<file path="src/rtl/vector_sweep_capture.sv">
// vector_sweep_capture
//   Stimulus and response-capture stage for a 4-input / 3-output
//   combinational block. A sweep drives {A,B,C,D} through 0..15. Each vector
//   is held for DWELL cycles, and the responses are captured at the end of
//   that dwell.
//
// Parameters
//   DWELL   cycles each vector is held (2..255)
//
// Ports
//   clk                   single clock, rising edge
//   rst                   asynchronous active-high reset
//   start                 sweep request, only honoured in IDLE
//   A,B,C,D               stimulus vector, equal to idx (A is the MSB)
//   Falpha,Fbeta,Fgamma   responses from the combinational block
//   busy                  high while a sweep is running
//   done                  one-cycle pulse after the last vector is captured
//   idx                   index of the current vector
//   resp                  captured table, slot i = resp[3*i+2:3*i] = {Fa,Fb,Fg}
module vector_sweep_capture #(
   parameter int DWELL = 4
) (
   input  logic        clk,
   input  logic        rst,
   input  logic        start,
   output logic        A,
   output logic        B,
   output logic        C,
   output logic        D,
   input  logic        Falpha,
   input  logic        Fbeta,
   input  logic        Fgamma,
   output logic        busy,
   output logic        done,
   output logic [3:0]  idx,
   output logic [47:0] resp
);

   typedef enum logic [1:0] {
      IDLE,
      RUN,
      DONE
   } state_t;

   // Last dwell count of a vector; the capture happens on this edge.
   localparam logic [7:0] LAST = 8'(DWELL - 1);

   state_t      state, state_n;
   logic [3:0]  idx_n;
   logic [7:0]  cnt, cnt_n;
   logic [47:0] resp_n;

   always_ff @(posedge clk or posedge rst) begin
      if (rst) begin
         state <= IDLE;
         idx   <= 4'd0;
         cnt   <= 8'd0;
         resp  <= 48'd0;
      end else begin
         state <= state_n;
         idx   <= idx_n;
         cnt   <= cnt_n;
         resp  <= resp_n;
      end
   end

   always_comb begin
      state_n = state;
      idx_n   = idx;
      cnt_n   = cnt;
      resp_n  = resp;
      unique case (state)
         IDLE: begin
            if (start) begin
               state_n = RUN;
               idx_n   = 4'd0;
               cnt_n   = 8'd0;
               resp_n  = 48'd0;
            end
         end
         RUN: begin
            if (cnt == LAST) begin
               // Only the slot belonging to the current vector is written.
               for (int s = 0; s < 16; s++) begin
                  if (idx == 4'(s)) begin
                     resp_n[3*s +: 3] = {Falpha, Fbeta, Fgamma};
                  end
               end
               if (idx == 4'd15) begin
                  state_n = DONE;
               end else begin
                  idx_n = idx + 4'd1;
                  cnt_n = 8'd0;
               end
            end else begin
               cnt_n = cnt + 8'd1;
            end
         end
         DONE: begin
            // A single cycle; a start seen here is dropped, not queued.
            state_n = IDLE;
            idx_n   = 4'd0;
            cnt_n   = 8'd0;
         end
         default: begin
            state_n = IDLE;
         end
      endcase
   end

   assign {A, B, C, D} = idx;
   assign busy = (state == RUN);
   assign done = (state == DONE);

endmodule

</file>
<file path="config.mk">
export PLATFORM = sky130hd
export DESIGN_NAME = vector_sweep_capture
export DESIGN_NICKNAME = d
export VERILOG_FILES = /design/src/rtl/vector_sweep_capture.sv
export SDC_FILE = /design/constraint.sdc
export NUM_CORES = 1
export LEC_CHECK = 0
export CAP_MARGIN = 5
export CORE_MARGIN = 8
export CORE_UTILIZATION = 55
export CTS_BUF_LIST = sky130_fd_sc_hd__clkbuf_4
export DETAILED_ROUTE_END_ITERATION = 7
export DONT_BUFFER_PORTS = 1
export GPL_ROUTABILITY_DRIVEN = 0
export PLACE_DENSITY = 0.77
export SKIP_CTS_REPAIR_TIMING = 1
export SYNTH_ARGS = -nofsm -noshare
export SYNTH_HDL_FRONTEND = slang
export SYNTH_SLANG_ARGS = --single-unit
</file>
<file path="constraint.sdc">
create_clock -name clk -period 2.6 [get_ports clk]
set_clock_uncertainty 0.1 [all_clocks]
set_input_delay 0.78 -clock clk [delete_from_list [all_inputs] [get_ports clk]]
set_output_delay 0.78 -clock clk [all_outputs]
set_load 0.01 [all_outputs]
</file>
# --- Word level (Yosys, flattened, before mapping) ---
# Index checks and enable logic that the tools add are counted.
totals:
  elab_cells: 113
  reg_bits: 62
classes:
  add_sub_neg: 2
  n_reduce_logical: 23
  eq_ne: 38
  n_mux: 31
ops:
  columns: ["cell", "n"]
  rows:
  - ["$mux W48", 2]
  - ["$pmux W48 S2", 1]
  - ["$reduce_and A4 Y1", 17]
  - ["$mux W3", 16]
  - ["$ne A2 B1 Y1 const B", 17]
  - ["$eq A4 B4 Y1 const B", 8]
  - ["$mux W8", 3]
  - ["$pmux W8 S3", 1]
  - ["$eq A4 B3 Y1 const B", 4]
  - ["$mux W4", 3]
  - ["$pmux W4 S3", 1]
  - ["$add A8 B1 Y8 const B", 1]
  - ["$eq A4 B2 Y1 const B", 2]
  - ["$eq A8 B2 Y1 const B", 1]
  - ["$mux W2", 3]
  - ["$reduce_and A3 Y1", 2]
  - ["$add A4 B1 Y4 const B", 1]
  - ["$eq A4 B1 Y1 const B", 1]
  - ["$logic_not A4 Y1", 1]
  - ["$ne A2 B2 Y1 const B", 2]
  - ["$pmux W2 S2", 1]
  - ["$ne A3 B3 Y1 const B", 1]
  - ["$reduce_bool A3 Y1", 1]
  - ["$eq A2 B1 Y1 const B", 1]
  - ["3 further kinds", 3]

# --- Longest topological paths before layout ---
# Gate-level depths: netlist of run 1.
logic_depth:
  word_depth: 4
  mapped_depth: 6
  ltp_nobuf: 6

# --- Worst setup path before layout of run 1 ---
# OpenSTA, ideal clock, no wires.
synth_path:
  path_type: "reg-to-reg"
  start: "reg cnt[0]"
  end: "reg resp[36]"
  n_path_buf: 0
  setup_ns: 0.137
  setup_slack_ns: 0.638
  stages_incl_launch_ff: 6
  t_required_ns: 2.363
  synth_period_minus_slack_ns: 1.962
  arrival_ns: 1.726
  path_cell_list: "dfrtp_1 -> ha_1 -> or4b_4 -> nor3_4 -> nand4_1 -> mux2i_1"
synth_between:
  elab_chain_cells: 3
synth_lines:
  columns: ["item", "line_no", "text"]
  rows:
  - ["start, declared", "50", "logic [7:0] cnt, cnt_n;"]
  - ["start signal, assigned", "62", "cnt <= cnt_n;"]
  - ["$eq A8 B2 Y1", "82", "if (cnt == LAST) begin"]
  - ["$ne A2 B1 Y1 (no source line)", null, null]
  - ["$reduce_and A4 Y1 (no source line)", null, null]
  - ["end signal, assigned", "63", "resp <= resp_n;"]
  - ["end, declared", "36", "output logic [47:0] resp"]
# No other way between the ends.
# A chain may end at the register's enable or synchronous reset.

# --- Worst setup path in the final report of run 1 ---
layout_path:
  start: "reg state[1]"
  end: "out busy"
layout_between:
  elab_chain_cells: 1
layout_lines:
  columns: ["item", "line_no", "text"]
  rows:
  - ["start, declared", "48", "state_t state, state_n;"]
  - ["start signal, assigned", "60", "state <= state_n;"]
  - ["$eq A2 B1 Y1", "112", "assign busy = (state == RUN);"]
  - ["end, declared", "33", "output logic busy,"]
# No other way between the ends.

==> run metrics, run 1 <==
Mapped Cells 271; Avg Inst Size Synth 10.59 sq um; Hold Vio Cnt, Final 0; adder-cell share of the synthesized area 2.181%; final WL 6393 um; min cycle time layout 2273 ps; fin. max-slew vios 0; Post-Synth Simple-Gate Area 21.37%; FP Rows 26; Post-Route Setup TNS 0 ps; period utilization 87.41%; Clock Latency Late Sink 390 ps; HPWL after detailed placement 4548 um; Netlist cell types 39; CTS root buf clkbuf_4; Via density 5.813; cell taking the most area after synthesis dfrtp_1; post-synthesis compound-gate area fraction 6.236%; status complete, no violations; I/O pin total 64; Max Clk Rate 0.4400 GHz; CP required 1720 ps; Chip Height 88.23 um; worst r2r src cnt[1]; Vias 2,052; top cell type's share of synthesized area 54.08%; critical-path cell list nand2b_2 > clkinvlp_4; Worst path max stage delay 410 ps; main combinational cell family by area after synthesis simple AND/OR/NAND/NOR gates; Horiz. Die Dim 88.23 um; Post-Syn Nets 282; FF/Latch Area 0.001551 sq mm; post-synthesis sequential area ratio 54.08%; MaxCap Viol Count 0; worst min-delay path category in2async; grt ovf 0; Multi-input gate area 0.001225 sq mm; PwrDens 845.1 mW/mm^2; Syn. warnings 0; post-synthesis mux area share 11.91%; port buffer count 0; Pre-antenna DRT Iters 4; First DRT Iteration DRCs 101; Finished Layout Cells 353; first-pass GRT wire length 10,350 um; Layout area overhead 8.722%; Critical Path Fanout Max 9; Routed Antenna Nets 0; # diodes 0; Fill cells 421; ratio of cells with drive above 1 in the final layout 12.01%; dpl cells 336; CTS tree done; Slowest-stage cell, CP dfrtp_1; cells taking the most area after synthesis dfrtp_1 (54%), mux2i_1 (12%), nand2_1 (6.1%); Min Hold Slack 259.9 ps; Post-Syn Area 0.002869 sq mm; Crit path arrival time 1390 ps; relative slew slack 53.49%; maximum vdd ir drop 360.1 uV; Setup CP Type reg2out; Leakage 1.605 nW; vias in the first global route 2,054; CTS H-Tree Depth 3; clk buf depth 2; Critical Path Source state[1]; Residual DRC 0; overall power 2.636 mW; WL per Instance 18.11 um; initial core utilization 56.53%; RSZ-0062 raised after global routing false; Final nets 289; Die Footprint 0.007784 sq mm; Synth Register Bits 62; placed inst area 0.002975 sq mm; CP Capture Type output pin; cell area after layout 0.003119 sq mm; TritonCTS Buffers 9; core area 0.005075 sq mm; initial antenna violation count 0; GRT Total Usage 17.57%; Worst-Margin Slew 696.6 ps; Sink Count 62; Synth Area in XOR/XNOR 0.9158%; count of final setup violators 0; Reg clk slew, reported paths 100 ps; CP Launch Type flip-flop; largest net degree at the start of global routing 49
critical path, delay by kind of cell (launching register included):
| family | cells | cell delay (ps) |
|---|---|---|
| buf+inv | 1 | 290 |
| flops | 1 | 410 |
| simple gates | 1 | 300 |
flip-flops by register name, indices dropped and copies added, names as in the netlist:
register,cells
idx,4
resp,48
state,2
cnt,8
logic make-up after synthesis:
kind of cell,count (synthesis)
simple gates,118
flops,62
mux,34
compound gates,28
buf+inv,21
fa+ha+maj,5
xor+xnor,3
final cells by class:
class	count	area share [%]
flip-flops and latches	62	49.74
multi-input cells	188	39.27
repair buffers	11	3.049
well taps	70	2.808
clock buffers	9	2.166
clock inverters	7	2.086
inverters	5	0.7220
repair inverters	1	0.1604
cells in the final DEF (no fill, tap or decap), types with 2 or more instances in the layout:
master      count
clkinvlp_4      3
nor2b_1         2
nor3b_1         4
dfrtp_1        62
a22o_1          2
nand3_1        35
and3_1          4
nor2_1          3
clkinv_1        3
buf_4          10
nor3_1          4
mux2i_1        33
inv_1           3
xor2_1          2
a211o_1         2
nand2_1        47
or3_1           2
o21ai_0        15
nand4_1         9
clkbuf_4        9
a21oi_1         2
ha_1            5
metrics by stage:
| step | utilization [%] | setup slack, ps |
|---|---|---|
| finish | 61.46 | 327.3 |
| global route | 61.46 | 206.8 |
| CTS | 61.24 | 70.53 |
| detailed placement | 58.63 | 454.8 |
| global placement | 58.63 | 520.1 |
| floorplan | - | 178.6 |
cells in the mapped netlist:
| master | n |
|---|---|
| mux2i_1 | 33 |
| inv_1 | 5 |
| o2bb2ai_1 | 1 |
| o21ai_0 | 15 |
| a21oi_1 | 2 |
| nand3_1 | 35 |
| or3_1 | 2 |
| buf_4 | 4 |
| dfrtp_1 | 62 |
| o21ba_2 | 1 |
| clkbuf_1 | 9 |
| a211oi_1 | 1 |
| buf_2 | 1 |
| xnor2_1 | 1 |
| buf_1 | 2 |
| xor2_1 | 2 |
| and4_1 | 1 |
| nor4b_2 | 1 |
| nor4_4 | 1 |
| a211o_1 | 2 |
| nand4_1 | 9 |
| nor2b_1 | 2 |
| nor3b_1 | 4 |
| nor4_1 | 1 |
| nor3_4 | 1 |
| mux2_2 | 1 |
| or4b_4 | 1 |
| and2_1 | 1 |
| nor3_1 | 4 |
| o311ai_0 | 1 |
| and3_1 | 4 |
| o21a_1 | 1 |
| nand2_1 | 47 |
| nor2_1 | 3 |
| a32oi_1 | 1 |
| o21bai_1 | 1 |
| a22o_1 | 2 |
| ha_1 | 5 |
| nand2b_1 | 1 |
power by group:
part	internal (mW)	switching, mW	total, mW
sequential	1.12	0.242	1.37
combinational	0.283	0.361	0.644
clock	0.285	0.341	0.625
worst paths after layout:
check	end	slack, ps	cells after the start
setup / recovery	busy	330	2
setup reg to reg	cnt[0]	450	5
hold reg to reg	state[0]	400	1
hold / removal	resp[22]	260	1
min in group clk	resp[45]	390	2
max in group asynchronous	cnt[5]	1530	2
layer usage:
metal | GRT usage (%) | part of all wire, %
met3 | 8.728 | 11
met5 | 0 | 0
met1 | 20.03 | 41
met2 | 26.75 | 46
met4 | 8.756 | 2.3
(Power assumes the default switching activity.)
==> run 2: changes to the inputs <==
--- a/config.mk
+++ b/config.mk
@@ -12,6 +12,7 @@
 export DETAILED_ROUTE_END_ITERATION = 7
 export DONT_BUFFER_PORTS = 1
 export GPL_ROUTABILITY_DRIVEN = 0
+export MAX_ROUTING_LAYER = met4
 export PLACE_DENSITY = 0.77
 export SKIP_CTS_REPAIR_TIMING = 1
 export SYNTH_ARGS = -nofsm -noshare
==> run metrics, run 2 (same netlist as run 1, synthesis figures left out) <==
relative slew slack 53.64%; I/O pin total 64; # diodes 0; Routed Antenna Nets 0; vias in the first global route 2,047; port buffer count 0; CTS tree done; Leakage 1.605 nW; Post-Route Setup TNS 0 ps; overall power 2.638 mW; Residual DRC 0; grt ovf 0; core area 0.005075 sq mm; Hold Vio Cnt, Final 0; First DRT Iteration DRCs 105; biggest regs resp (48), cnt (8), idx (4); CTS root buf clkbuf_4; CP Capture Type output pin; Critical Path Fanout Max 9; Multi-input gate area 0.001225 sq mm; FP Rows 26; Horiz. Die Dim 88.23 um; Setup CP Type reg2out; Largest Register resp; Crit path arrival time 1400 ps; max reg flops 48; FF/Latch Area 0.001551 sq mm; Worst-Margin Slew 694.5 ps; Die Footprint 0.007784 sq mm; maximum vdd ir drop 360.0 uV; largest net degree at the start of global routing 49; CTS H-Tree Depth 3; Reg clk slew, reported paths 110 ps; Chip Height 88.23 um; MaxCap Viol Count 0; PwrDens 845.8 mW/mm^2; Layout area overhead 8.722%; reg2reg setup slack 450 ps; TritonCTS Buffers 9; initial core utilization 56.53%; initial antenna violation count 0; Final nets 289; Vias 2,066; worst min-delay path category in2async; Pre-antenna DRT Iters 4; Fill cells 421; Clock Latency Late Sink 400 ps; Sink Count 62; Max Clk Rate 0.4395 GHz; Via density 5.853; count of final setup violators 0; clk buf depth 2; status complete, no violations; CP Launch Type flip-flop; WL per Instance 18.07 um; HPWL after detailed placement 4548 um; RSZ-0062 raised after global routing false; CP required 1720 ps; fin. max-slew vios 0; ratio of cells with drive above 1 in the final layout 12.01%; commonest non-fill, non-tap cell in the layout dfrtp_1; period utilization 87.51%; min cycle time layout 2275 ps; final WL 6379 um; GRT Total Usage 18.10%; commonest cells after routing, fill and taps aside dfrtp_1 (62), nand2_1 (47), nand3_1 (35); first-pass GRT wire length 10,360 um
-- run 2: cell counts in the layout (fill, tap and decap cells not counted) --
No cell type changed its count.
-- run 2: worst paths after layout --
| check | cells past startpoint | to | startpoint |
|---|---|---|---|
| min in group clk | 2 | resp[45] | Fgamma |
| setup / recovery | 2 | busy | state[1] |
| hold / removal | 1 | resp[22] | rst |
| max in group asynchronous | 2 | cnt[5] | rst |
| setup reg to reg | 5 | resp[44] | cnt[1] |
| hold reg to reg | 1 | state[0] | state[1] |
-- run 2: stage by stage --
stage               instances  hold slack, ps  utilization (%)  cell area, sq um  setup WS, ps
floorplan                 271           352.3                -              2869         178.6
global placement          336           378.9            58.63              2975         520.1
detailed placement        336           381.4            58.63              2975         454.8
CTS                       352           248.5            61.24              3108         70.53
global route              353           266.9            61.46              3119         206.8
finish                    353           254.8            61.46              3119         324.8
-- run 2: report_power, final --
part / internal (mW) / switching, mW
logic: 0.283 / 0.360
clock network: 0.285 / 0.343
registers: 1.12 / 0.243
-- run 2: layout make-up --
type	count	area share, %
clock buffers	9	2.166
clock inverters	7	2.086
inverters	5	0.7220
multi-input cells	188	39.27
flip-flops and latches	62	49.74
well taps	70	2.808
repair buffers	11	3.049
repair inverters	1	0.1604
-- run 2: worst max-delay path, cell delays in order (launching register included) --
cell        delay [ps]
dfrtp_1            410
nand2b_2           300
clkinvlp_4         290
-- run 2: metal layers --
layer | global-route usage, % | part of all wire [%]
met5 | - | 0
met1 | 20.09 | 40
met2 | 26.75 | 46
met3 | 8.728 | 11
met4 | 8.756 | 2.3
